==> config.mk <==
export PLATFORM = sky130hd
export DESIGN_NAME = base2_exp_arbiter
export DESIGN_NICKNAME = d
export VERILOG_FILES = /design/src/rtl/base2_exp_arbiter.sv
export SDC_FILE = /design/constraint.sdc
export NUM_CORES = 1
export LEC_CHECK = 0
export CORE_MARGIN = 5
export CORE_UTILIZATION = 38
export CTS_BUF_LIST = sky130_fd_sc_hd__clkbuf_8 sky130_fd_sc_hd__clkbuf_16
export DETAILED_ROUTE_END_ITERATION = 10
export GPL_TIMING_DRIVEN = 0
export PLACE_DENSITY = 0.81
export SYNTH_ARGS = -nofsm -noshare
export SYNTH_HDL_FRONTEND = slang
export SYNTH_SLANG_ARGS = --single-unit
==> constraint.sdc <==
create_clock -name clk -period 3.18 [get_ports clk]
set_input_delay 0.795 -clock clk [delete_from_list [all_inputs] [get_ports clk]]
set_output_delay 0.795 -clock clk [all_outputs]
set_load 0.1 [all_outputs]
==> src/rtl/base2_exp_arbiter.sv <==
// base2_exp_arbiter: round-robin share of one fixed-latency base-2 exp unit
// between N_REQ requesters, with a tag FIFO routing results back to their
// owners in issue order.
//
// Ports:
//   clk, reset        rising-edge clock, synchronous active-high reset
//   req_valid/req_a   per-requester operand valid and 32-bit operands
//   req_ready         one-hot grant (transfer = req_valid & req_ready)
//   exp_in_valid/a    issue strobe and operand to the exp unit
//   exp_out_valid/c   result strobe and data from the exp unit
//   resp_valid/c      one-hot result strobe and shared result data
//   busy              outstanding work or post-reset drain in progress
//   err               sticky: result strobe arrived with no tag outstanding
module base2_exp_arbiter #(
    parameter int    N_REQ     = 4,
    parameter int    LATENCY   = 8,
    parameter string PRECISION = "HALF"
) (
    input  logic                clk,
    input  logic                reset,
    input  logic [N_REQ-1:0]    req_valid,
    input  logic [N_REQ*32-1:0] req_a,
    output logic [N_REQ-1:0]    req_ready,
    output logic                exp_in_valid,
    output logic [31:0]         exp_a,
    input  logic                exp_out_valid,
    input  logic [31:0]         exp_c,
    output logic [N_REQ-1:0]    resp_valid,
    output logic [31:0]         resp_c,
    output logic                busy,
    output logic                err
);

    localparam int TW    = $clog2(N_REQ);
    localparam int DEPTH = LATENCY + 2;
    localparam int PW    = $clog2(DEPTH);
    localparam int OW    = $clog2(DEPTH + 1);
    localparam int CW    = $clog2(LATENCY + 1);

    generate
        if (N_REQ < 2 || N_REQ > 8) begin : g_bad_nreq
            $error("base2_exp_arbiter: N_REQ must be 2..8");
        end
        if (LATENCY < 1) begin : g_bad_lat
            $error("base2_exp_arbiter: LATENCY must be at least 1");
        end
        if (PRECISION != "HALF" && PRECISION != "SINGLE") begin : g_bad_prec
            $error("base2_exp_arbiter: PRECISION must be HALF or SINGLE");
        end
    endgenerate

    typedef enum logic {
        ST_DRAIN,
        ST_RUN
    } state_e;

    state_e            state_q, state_d;
    logic [CW-1:0]     cnt_q, cnt_d;
    logic [TW-1:0]     last_grant_q, last_grant_d;
    logic [PW-1:0]     wr_ptr_q, wr_ptr_d;
    logic [PW-1:0]     rd_ptr_q, rd_ptr_d;
    logic [OW-1:0]     count_q, count_d;
    logic [TW-1:0]     fifo_q [DEPTH];
    logic [TW-1:0]     fifo_d [DEPTH];
    logic              exp_in_valid_q, exp_in_valid_d;
    logic [31:0]       exp_a_q, exp_a_d;
    logic [N_REQ-1:0]  resp_valid_q, resp_valid_d;
    logic [31:0]       resp_c_q, resp_c_d;
    logic              err_q, err_d;

    logic              run;
    logic              full;
    logic              empty;
    logic              grant_found;
    logic [TW-1:0]     grant_idx;
    logic [TW:0]       cand;
    logic              xfer;
    logic              pop;

    function automatic logic [PW-1:0] ptr_inc(input logic [PW-1:0] p);
        return (p == PW'(DEPTH - 1)) ? '0 : p + PW'(1);
    endfunction

    // ---- FSM: state register ----
    always_ff @(posedge clk) begin
        if (reset) begin
            state_q <= ST_DRAIN;
            cnt_q   <= CW'(LATENCY);
        end else begin
            state_q <= state_d;
            cnt_q   <= cnt_d;
        end
    end

    // ---- FSM: next state ----
    // DRAIN lasts LATENCY+1 cycles so any result issued before a reset
    // lands inside the window and is discarded.
    always_comb begin
        state_d = state_q;
        cnt_d   = cnt_q;
        unique case (state_q)
            ST_DRAIN: begin
                if (cnt_q == '0) begin
                    state_d = ST_RUN;
                end else begin
                    cnt_d = cnt_q - CW'(1);
                end
            end
            ST_RUN: begin
                state_d = ST_RUN;
            end
        endcase
    end

    // ---- round-robin search, starting after the last grant ----
    always_comb begin
        grant_found = 1'b0;
        grant_idx   = '0;
        cand        = '0;
        for (int k = 1; k <= N_REQ; k++) begin
            cand = {1'b0, last_grant_q} + (TW + 1)'(k);
            if (cand >= (TW + 1)'(N_REQ)) begin
                cand = cand - (TW + 1)'(N_REQ);
            end
            if (!grant_found && req_valid[cand[TW-1:0]]) begin
                grant_found = 1'b1;
                grant_idx   = cand[TW-1:0];
            end
        end
    end

    // ---- FSM: outputs ----
    always_comb begin
        run   = (state_q == ST_RUN);
        full  = (count_q == OW'(DEPTH));
        empty = (count_q == '0);
        req_ready = '0;
        if (run && !full && grant_found) begin
            req_ready = N_REQ'(1) << grant_idx;
        end
        busy = !run || !empty || (|resp_valid_q);
    end

    // ---- issue, tag FIFO and response datapath ----
    always_comb begin
        xfer = |(req_valid & req_ready);
        pop  = run && exp_out_valid && !empty;

        last_grant_d   = xfer ? grant_idx : last_grant_q;
        exp_in_valid_d = xfer;
        exp_a_d        = xfer ? req_a[32*grant_idx +: 32] : exp_a_q;

        fifo_d = fifo_q;
        if (xfer) begin
            fifo_d[wr_ptr_q] = grant_idx;
        end
        wr_ptr_d = xfer ? ptr_inc(wr_ptr_q) : wr_ptr_q;
        rd_ptr_d = pop ? ptr_inc(rd_ptr_q) : rd_ptr_q;

        unique case ({xfer, pop})
            2'b10:   count_d = count_q + OW'(1);
            2'b01:   count_d = count_q - OW'(1);
            default: count_d = count_q;
        endcase

        resp_valid_d = '0;
        if (pop) begin
            resp_valid_d = N_REQ'(1) << fifo_q[rd_ptr_q];
        end
        resp_c_d = pop ? exp_c : resp_c_q;

        // A strobe with nothing outstanding means LATENCY is wrong or the
        // unit misbehaved; the result is dropped.
        err_d = err_q | (run && exp_out_valid && empty);
    end

    always_ff @(posedge clk) begin
        if (reset) begin
            last_grant_q   <= TW'(N_REQ - 1);
            wr_ptr_q       <= '0;
            rd_ptr_q       <= '0;
            count_q        <= '0;
            exp_in_valid_q <= 1'b0;
            exp_a_q        <= '0;
            resp_valid_q   <= '0;
            resp_c_q       <= '0;
            err_q          <= 1'b0;
        end else begin
            last_grant_q   <= last_grant_d;
            wr_ptr_q       <= wr_ptr_d;
            rd_ptr_q       <= rd_ptr_d;
            count_q        <= count_d;
            exp_in_valid_q <= exp_in_valid_d;
            exp_a_q        <= exp_a_d;
            resp_valid_q   <= resp_valid_d;
            resp_c_q       <= resp_c_d;
            err_q          <= err_d;
        end
    end

    // Tag storage needs no reset; occupancy is tracked by count_q.
    always_ff @(posedge clk) begin
        fifo_q <= fifo_d;
    end

    assign exp_in_valid = exp_in_valid_q;
    assign exp_a        = exp_a_q;
    assign resp_valid   = resp_valid_q;
    assign resp_c       = resp_c_q;
    assign err          = err_q;

endmodule

Word-level counts from Yosys, hierarchy flattened
Cells that the tools add are included.
{ "op_classes": {"mul": 0, "n_bitwise": 7, "muxes": 32, "order_cmp": 11, "add_sub_neg": 13, "div_mod_pow": 0, "reduce_logical": 24, "eq_ne": 5, "n_shift": 3} }
{ "op_table": {"columns": ["cell", "count"], "rows": [
  ["variable part select 128 x 8 -> 32 bit", 1],
  ["2-to-1 mux 2 bit", 11],
  ["bitwise mux 20 bit", 1],
  ["adder 4 x 1 -> 4 bit, second input constant", 3],
  ["equality test 4 bit, second input constant", 3],
  ["greater-or-equal comparator 3 bit, second input constant", 4],
  ["< comparator 2 x 3 -> 1 bit, second input constant", 4],
  ["2-to-1 mux 4 bit", 3],
  ["greater-or-equal comparator 5 bit, second input constant", 2],
  ["inverter 4 -> 5 bit", 2],
  ["logical AND 1 bit", 9],
  ["2-to-1 mux 1 bit", 9],
  ["binary-select mux 1 bit (select 2 bit)", 4],
  ["binary-select mux 2 bit (select 4 bit)", 1],
  ["demux 2 bit (select 4 bit)", 1],
  ["zero test 4 bit", 2],
  ["case mux 4 bit (2 select lines)", 1],
  ["OR reduction 4 bit", 2],
  ["<< shifter 1 x 2 -> 4 bit, first input constant", 2],
  ["subtractor 2 x 1 -> 2 bit, second input constant", 4],
  ["subtractor 4 x 1 -> 4 bit, second input constant", 2],
  ["adder 2 x 2 -> 3 bit, second input constant", 2],
  ["zero test 1 bit", 6],
  ["< comparator 5 x 1 -> 1 bit, second input constant", 1],
  ["12 further kinds", 15]
]} }
{ "word_totals": {"register_bits": 109, "mem_bits_ro": 0, "input_bits": 167, "mem_bits_rw": 0, "n_memories": 0, "latchBits": 0, "wordCells": 116, "output_inout_bits": 75} }

Logic depth before layout (Yosys ltp)
{ "logic_depth": {"depth_word": 21, "ltp_mapped": 12, "depth_no_buf": 10} }

Worst setup path before layout
Ideal clock, no wire load.
{ "synth_path": {"path_type": "input-to-output", "startpoint": "input req_valid[1]", "endpoint": "output req_ready[0]", "path_buffers": 2, "required_ns": 2.385, "cell_stages": 6, "setup_slack_ns": -1.481, "t_arrival_ns": 3.866, "cell_sequence": "or2_1 a221oi_2 buf_6 buf_6 inv_2 nor3_1"} }
{ "synth_between": {"elab_chain_len": 14, "elab_cells_between_ends": 25, "classes_between": "shift: 1; mux: 17; reduce/logical: 7"} }
{ "synth_rtl": {"columns": ["item", "line", "text"], "rows": [
  ["start, declared", "21", "input logic [N_REQ-1:0] req_valid,"],
  ["binary-select mux 1 bit (select 2 bit)", "125", "if (!grant_found && req_valid[cand[TW-1:0]]) begin"],
  ["2-to-1 mux 1 bit (implied by the code)", "125", null],
  ["2-to-1 mux 1 bit", "125", null],
  ["zero test 1 bit", "125", null],
  ["logical AND 1 bit", "125", null],
  ["2-to-1 mux 1 bit", "125", null],
  ["zero test 1 bit", "125", null],
  ["logical AND 1 bit", "125", null],
  ["2-to-1 mux 1 bit", "125", null],
  ["zero test 1 bit", "125", null],
  ["logical AND 1 bit", "125", null],
  ["2-to-1 mux 2 bit *", "125", null],
  ["named net grant_idx[0]", "75", "logic [TW-1:0] grant_idx;"],
  ["<< shifter 1 x 2 -> 4 bit *", "139", "req_ready = N_REQ'(1) << grant_idx;"],
  ["2-to-1 mux 4 bit *", "138", "if (run && !full && grant_found) begin"],
  ["end, declared", "23", "output logic [N_REQ-1:0] req_ready,"]
]} }
Mark *: on every way through the listed nets, which the timed path passes. The rest lies on a longest branch. The select of a mux whose other input is x is not followed.

Worst setup path after layout
{ "layout_path": {"startpoint": "input req_valid[1]", "endpoint": "register count_q[3]"} }
{ "layout_between": {"elab_chain_len": 18, "elab_cells_between_ends": 31, "classes_between": "eq/ne: 2; shift: 1; mux: 18; bitwise: 1; reduce/logical: 9"} }
{ "layout_rtl": {"columns": ["item", "line", "text"], "rows": [
  ["binary-select mux 1 bit (select 2 bit)", "125", null],
  ["2-to-1 mux 1 bit (implied by the code)", "125", null],
  ["2-to-1 mux 1 bit", "125", null],
  ["zero test 1 bit", "125", null],
  ["logical AND 1 bit", "125", null],
  ["2-to-1 mux 1 bit", "125", null],
  ["zero test 1 bit", "125", null],
  ["logical AND 1 bit", "125", null],
  ["(+2 left out)", null, null],
  ["logical AND 1 bit", "125", null],
  ["2-to-1 mux 2 bit / 2-to-1 mux 1 bit (equally long branches)", "125", null],
  ["<< shifter 1 x 2 -> 4 bit / logical AND 1 bit (equally long branches)", "139, 138", null],
  ["2-to-1 mux 4 bit", "138", null],
  ["bitwise AND 4 bit *", "146", "xfer = |(req_valid & req_ready);"],
  ["OR reduction 4 bit *", "146", null],
  ["equality test 2 x 1 -> 1 bit / equality test 2 bit (equally long branches)", "160", "unique case ({xfer, pop})"],
  ["case mux 4 bit (2 select lines) / nonzero test 2 bit (equally long branches)", null, null],
  ["end signal, assigned", "192", "count_q <= count_d;"],
  ["end, declared", "62", "logic [OW-1:0] count_q, count_d;"]
]} }
Mark *: on every way between the ends. The rest lies on a longest branch, timed or not. The select of a mux whose other input is x is not followed.
A chain may end at the register's enable or synchronous reset.

==> flow_metrics.py <==
metrics = {
    "yosys": {
        "ys_seq_area_share_pct": 45.9,
        "yosysWarningCount": 0,
        "asyncSetResetFlopFracSynth_pct": 0,
        "synthTopCellsByCount": "nand2_1, dfxtp_1, mux2i_1",
        "synth.most_common_cell": "nand2_1",
        "synthCells": 515,
        "synth_nets": 687,
        "yosys.area.top_type_share_pct": 34.3,
        "ys.flop_type": "dfxtp_1",
        "synth_area_mm2": 0.00519,
        "synthTopCellsByArea": "dfxtp_1, mux2i_1, edfxtp_1, o221ai_2, nand2_1",
        "ys_types": 47,
        "syn_area_per_cell_um2": 10.1,
        "yosysTopAreaCell": "dfxtp_1",
        "synth-edff-count": 20,
        "synth_seq_cells": 109,
    },
    "power": {
        "power_frac_comb_pct": 37.9,
        "sw_frac_of_total_pct": 37.8,
        "p_total_mw": 4.37,
        "power.ir.vdd_worst_mv": 0.336,
        "power_frac_seq_pct": 36.7,
        "power.density_mw_per_mm2": 529,
        "leakage_nw": 3.10,
        "p_int_mw": 2.72,
        "pwr-share-clk_pct": 25.5,
        "p_sw_mw": 1.65,
    },
    "clock_tree": {
        "cts.sinks": 109,
        "clk_pin_slew_ns": 0.08,
        "insertion_delay_ns": 0.35,
        "htree_levels": 3,
        "clockBufferDepth": 2,
        "cts_tree": "done",
        "cts_root_buffer": "clkbuf_16",
        "cts_made_buffers": 9,
    },
    "layout": {
        "area_growth_pct": 58.9,
        "layout-drive-gt1-share_pct": 13.7,
        "fin_cells": 949,
        "nNetsFinal": 940,
        "n_antenna_cell": 0,
    },
    "grt": {
        "track_usage_pct": 20.2,
        "antenna_found_initial": 0,
        "grt_pass1_wl_um": 25900,
        "grt_max_degree": 20,
        "grt_pass1_vias": 5121,
        "grt_overflow_total": 0,
    },
    "drt": {
        "avgRoutedWirePerCell_um": 17.7,
        "finalWirelength_um": 16800,
        "postRouteAntennaNets": 0,
        "via_per_inst": 5.04,
        "vias": 4780,
        "drc": 0,
        "drt_iter0_drc": 132,
        "drtPass1Iterations": 4,
    },
    "timing": {
        "min_period_ns": 3.08,
        "setup_violations": 0,
        "slew_violations": 0,
        "finalClockSkew_ns": 0.00846,
        "tightest_slew_ns": 1.04,
        "fin_crit_sh_pct": 96.9,
        "clock.fmax_mhz": 324,
        "final_hold_viol_count": 0,
        "slew_headroom_pct": 30.7,
    },
    "run_status": {
        "status": "finished, final reports clean",
    },
    "placement": {
        "dp_hpwl_um": 13400,
        "gp_congestion": 0.872,
        "dpl.cell_count": 931,
        "io_buffers": 240,
    },
    "worst_setup_path": {
        "r2r_setup_slack_ns": 0.24,
        "crit_family": "simple AND/OR/NAND/NOR gates",
        "crit_path_top_delay_cell": "or4_1",
        "start_kind": "input pin",
        "cp.required_ns": 3.45,
        "cp_num_buf_inv": 3,
        "slowest_delay_ns": 0.52,
        "setup.worst_path.end_class": "flop",
        "path_cells": "dlygate4sd2_1 -> or4_1 -> and3_1 -> buf_6 -> clkinv_8 -> ha_4 -> ha_1 -> a21o_1 -> a21oi_2 -> xnor2_1 -> or3_1 -> a21oi_1",
        "worst_ep_arrival_time_ns": 3.35,
        "worstSetupPathType": "input pin to flop",
        "worstPathMaxFanout": 12,
    },
    "die": {
        "num_rows": 42,
        "die_w_um": 127,
        "design.core.area_mm2": 0.0133,
        "dieArea_mm2": 0.0161,
        "boundaryPins": 242,
        "dieHeight_um": 127,
        "initial_core_util_pct": 38.9,
    },
    "hold_path": {
        "hold_class": "flop to flop",
    },
    "job": {
        "drv_cap": 0,
    },
}
==> power groups by stage <==
stage	clock [mW]	sequential, mW	combinational (mW)
final	1.11	1.60	1.65
after global routing	1.20	1.62	1.75
after CTS	1.14	1.60	1.66
after detailed placement	0	1.63	1.62
after global placement	0	1.62	1.59
after floorplan	0	2.07	0.667
==> routing by layer <==
layer  vias up  wire length (um)  GRT usage (%)
li1       2327                 -              -
met1      2235              5990           20.9
met2       184              8650           36.4
met3        34              1630           8.58
met4         0               498           7.32
met5         -                 0              0
==> metrics by stage <==
stage | setup WS [ns] | area [um^2] | TNS, ns | hold slack [ns] | utilization (%)
2_1_floorplan | -0.251 | 5240 | -0.251 | 0.440 | -
3_3_place_gp | -1.56 | 7860 | -6.80 | 0.443 | 58.9
3_5_place_dp | -1.64 | 7860 | -7.41 | 0.447 | 58.9
4_1_cts | 0.0937 | 8240 | 0 | 0.458 | 61.7
5_1_grt | -0.00174 | 8250 | -0.00174 | 0.480 | 61.8
6_report | 0.0972 | 8250 | 0 | 0.457 | 61.8
==> worst register-to-register path, cell delays in order (launching register included) <==
cell and delay [ns]:
dfxtp_1 0.37, nor4_2 0.41, or2_1 0.16, buf_2 0.17, clkinv_2 0.27, ha_4 0.29
ha_1 0.28, a21o_1 0.21, a21oi_2 0.16, xnor2_1 0.09, or3_1 0.31, a21oi_1 0.16
==> placed cells by master, fill, tap and decap left out, types with 6 or more instances in the layout <==
master and n:
o221ai_2 31, buf_6 10, a21oi_1 42, edfxtp_1 20, buf_4 7, inv_1 6, nor2_1 30, nand2_1 107
clkdlybuf4s50_1 231, dfxtp_1 89, buf_2 13, mux2i_1 65, clkbuf_1 7, nand2b_1 8, clkbuf_16 9
==> path summary, 6_finish.rpt <==
kind / end / cells after the start / startpoint
worst max register to register: count_q[3]$_SDFFE_PP0P_ / 11 / count_q[0]$_SDFFE_PP0P_
worst max-delay path: count_q[3]$_SDFFE_PP0P_ / 12 / req_valid[1]
worst min register to register: resp_c[13]$_SDFFE_PP0P_ / 2 / resp_c[13]$_SDFFE_PP0P_
worst min-delay path: resp_c[13]$_SDFFE_PP0P_ / 2 / resp_c[13]$_SDFFE_PP0P_
==> what timing repair did <==
action | CTS | global route
setup endpoints to repair | 8 | 1
hold buffers | 0 | 0
buffers inserted | 5 | 0
pin swaps | 5 | 0
gates resized for setup | 49 | 4
==> cells by family after synthesis <==
| kind of cell | count (synthesis) | share of synthesized area, % |
|---|---|---|
| AOI/OAI and AO/OA | 95 | 15.8 |
| and+or+nand+nor | 180 | 15.3 |
| buffers and inverters | 46 | 5.42 |
| muxes | 71 | 14.7 |
| xor gates and xnor gates | 9 | 1.52 |
| DFF | 109 | 45.9 |
| adders and majority gates | 5 | 1.35 |
==> state kept, by name, summed over array words and instances, names as in the netlist <==
register and flops:
exp_in_valid 1, resp_c 32, last_grant_q 2, err 1, fifo_q 20, exp_a 32
cnt_q 4, rd_ptr_q 4, wr_ptr_q 4, run 1, count_q 4, resp_valid 4
==> layout make-up <==
type                    instances  area (um^2)
flip-flops and latches        109         2380
well taps                     176          220
clock buffers                  10          239
plain buffers                  33          219
clock inverters                 6         53.8
fillers                      1112         5100
repair buffers                245         2460
inverters                      10         53.8
multi-input cells             360         2630
Power figures use the tool's default switching activity.
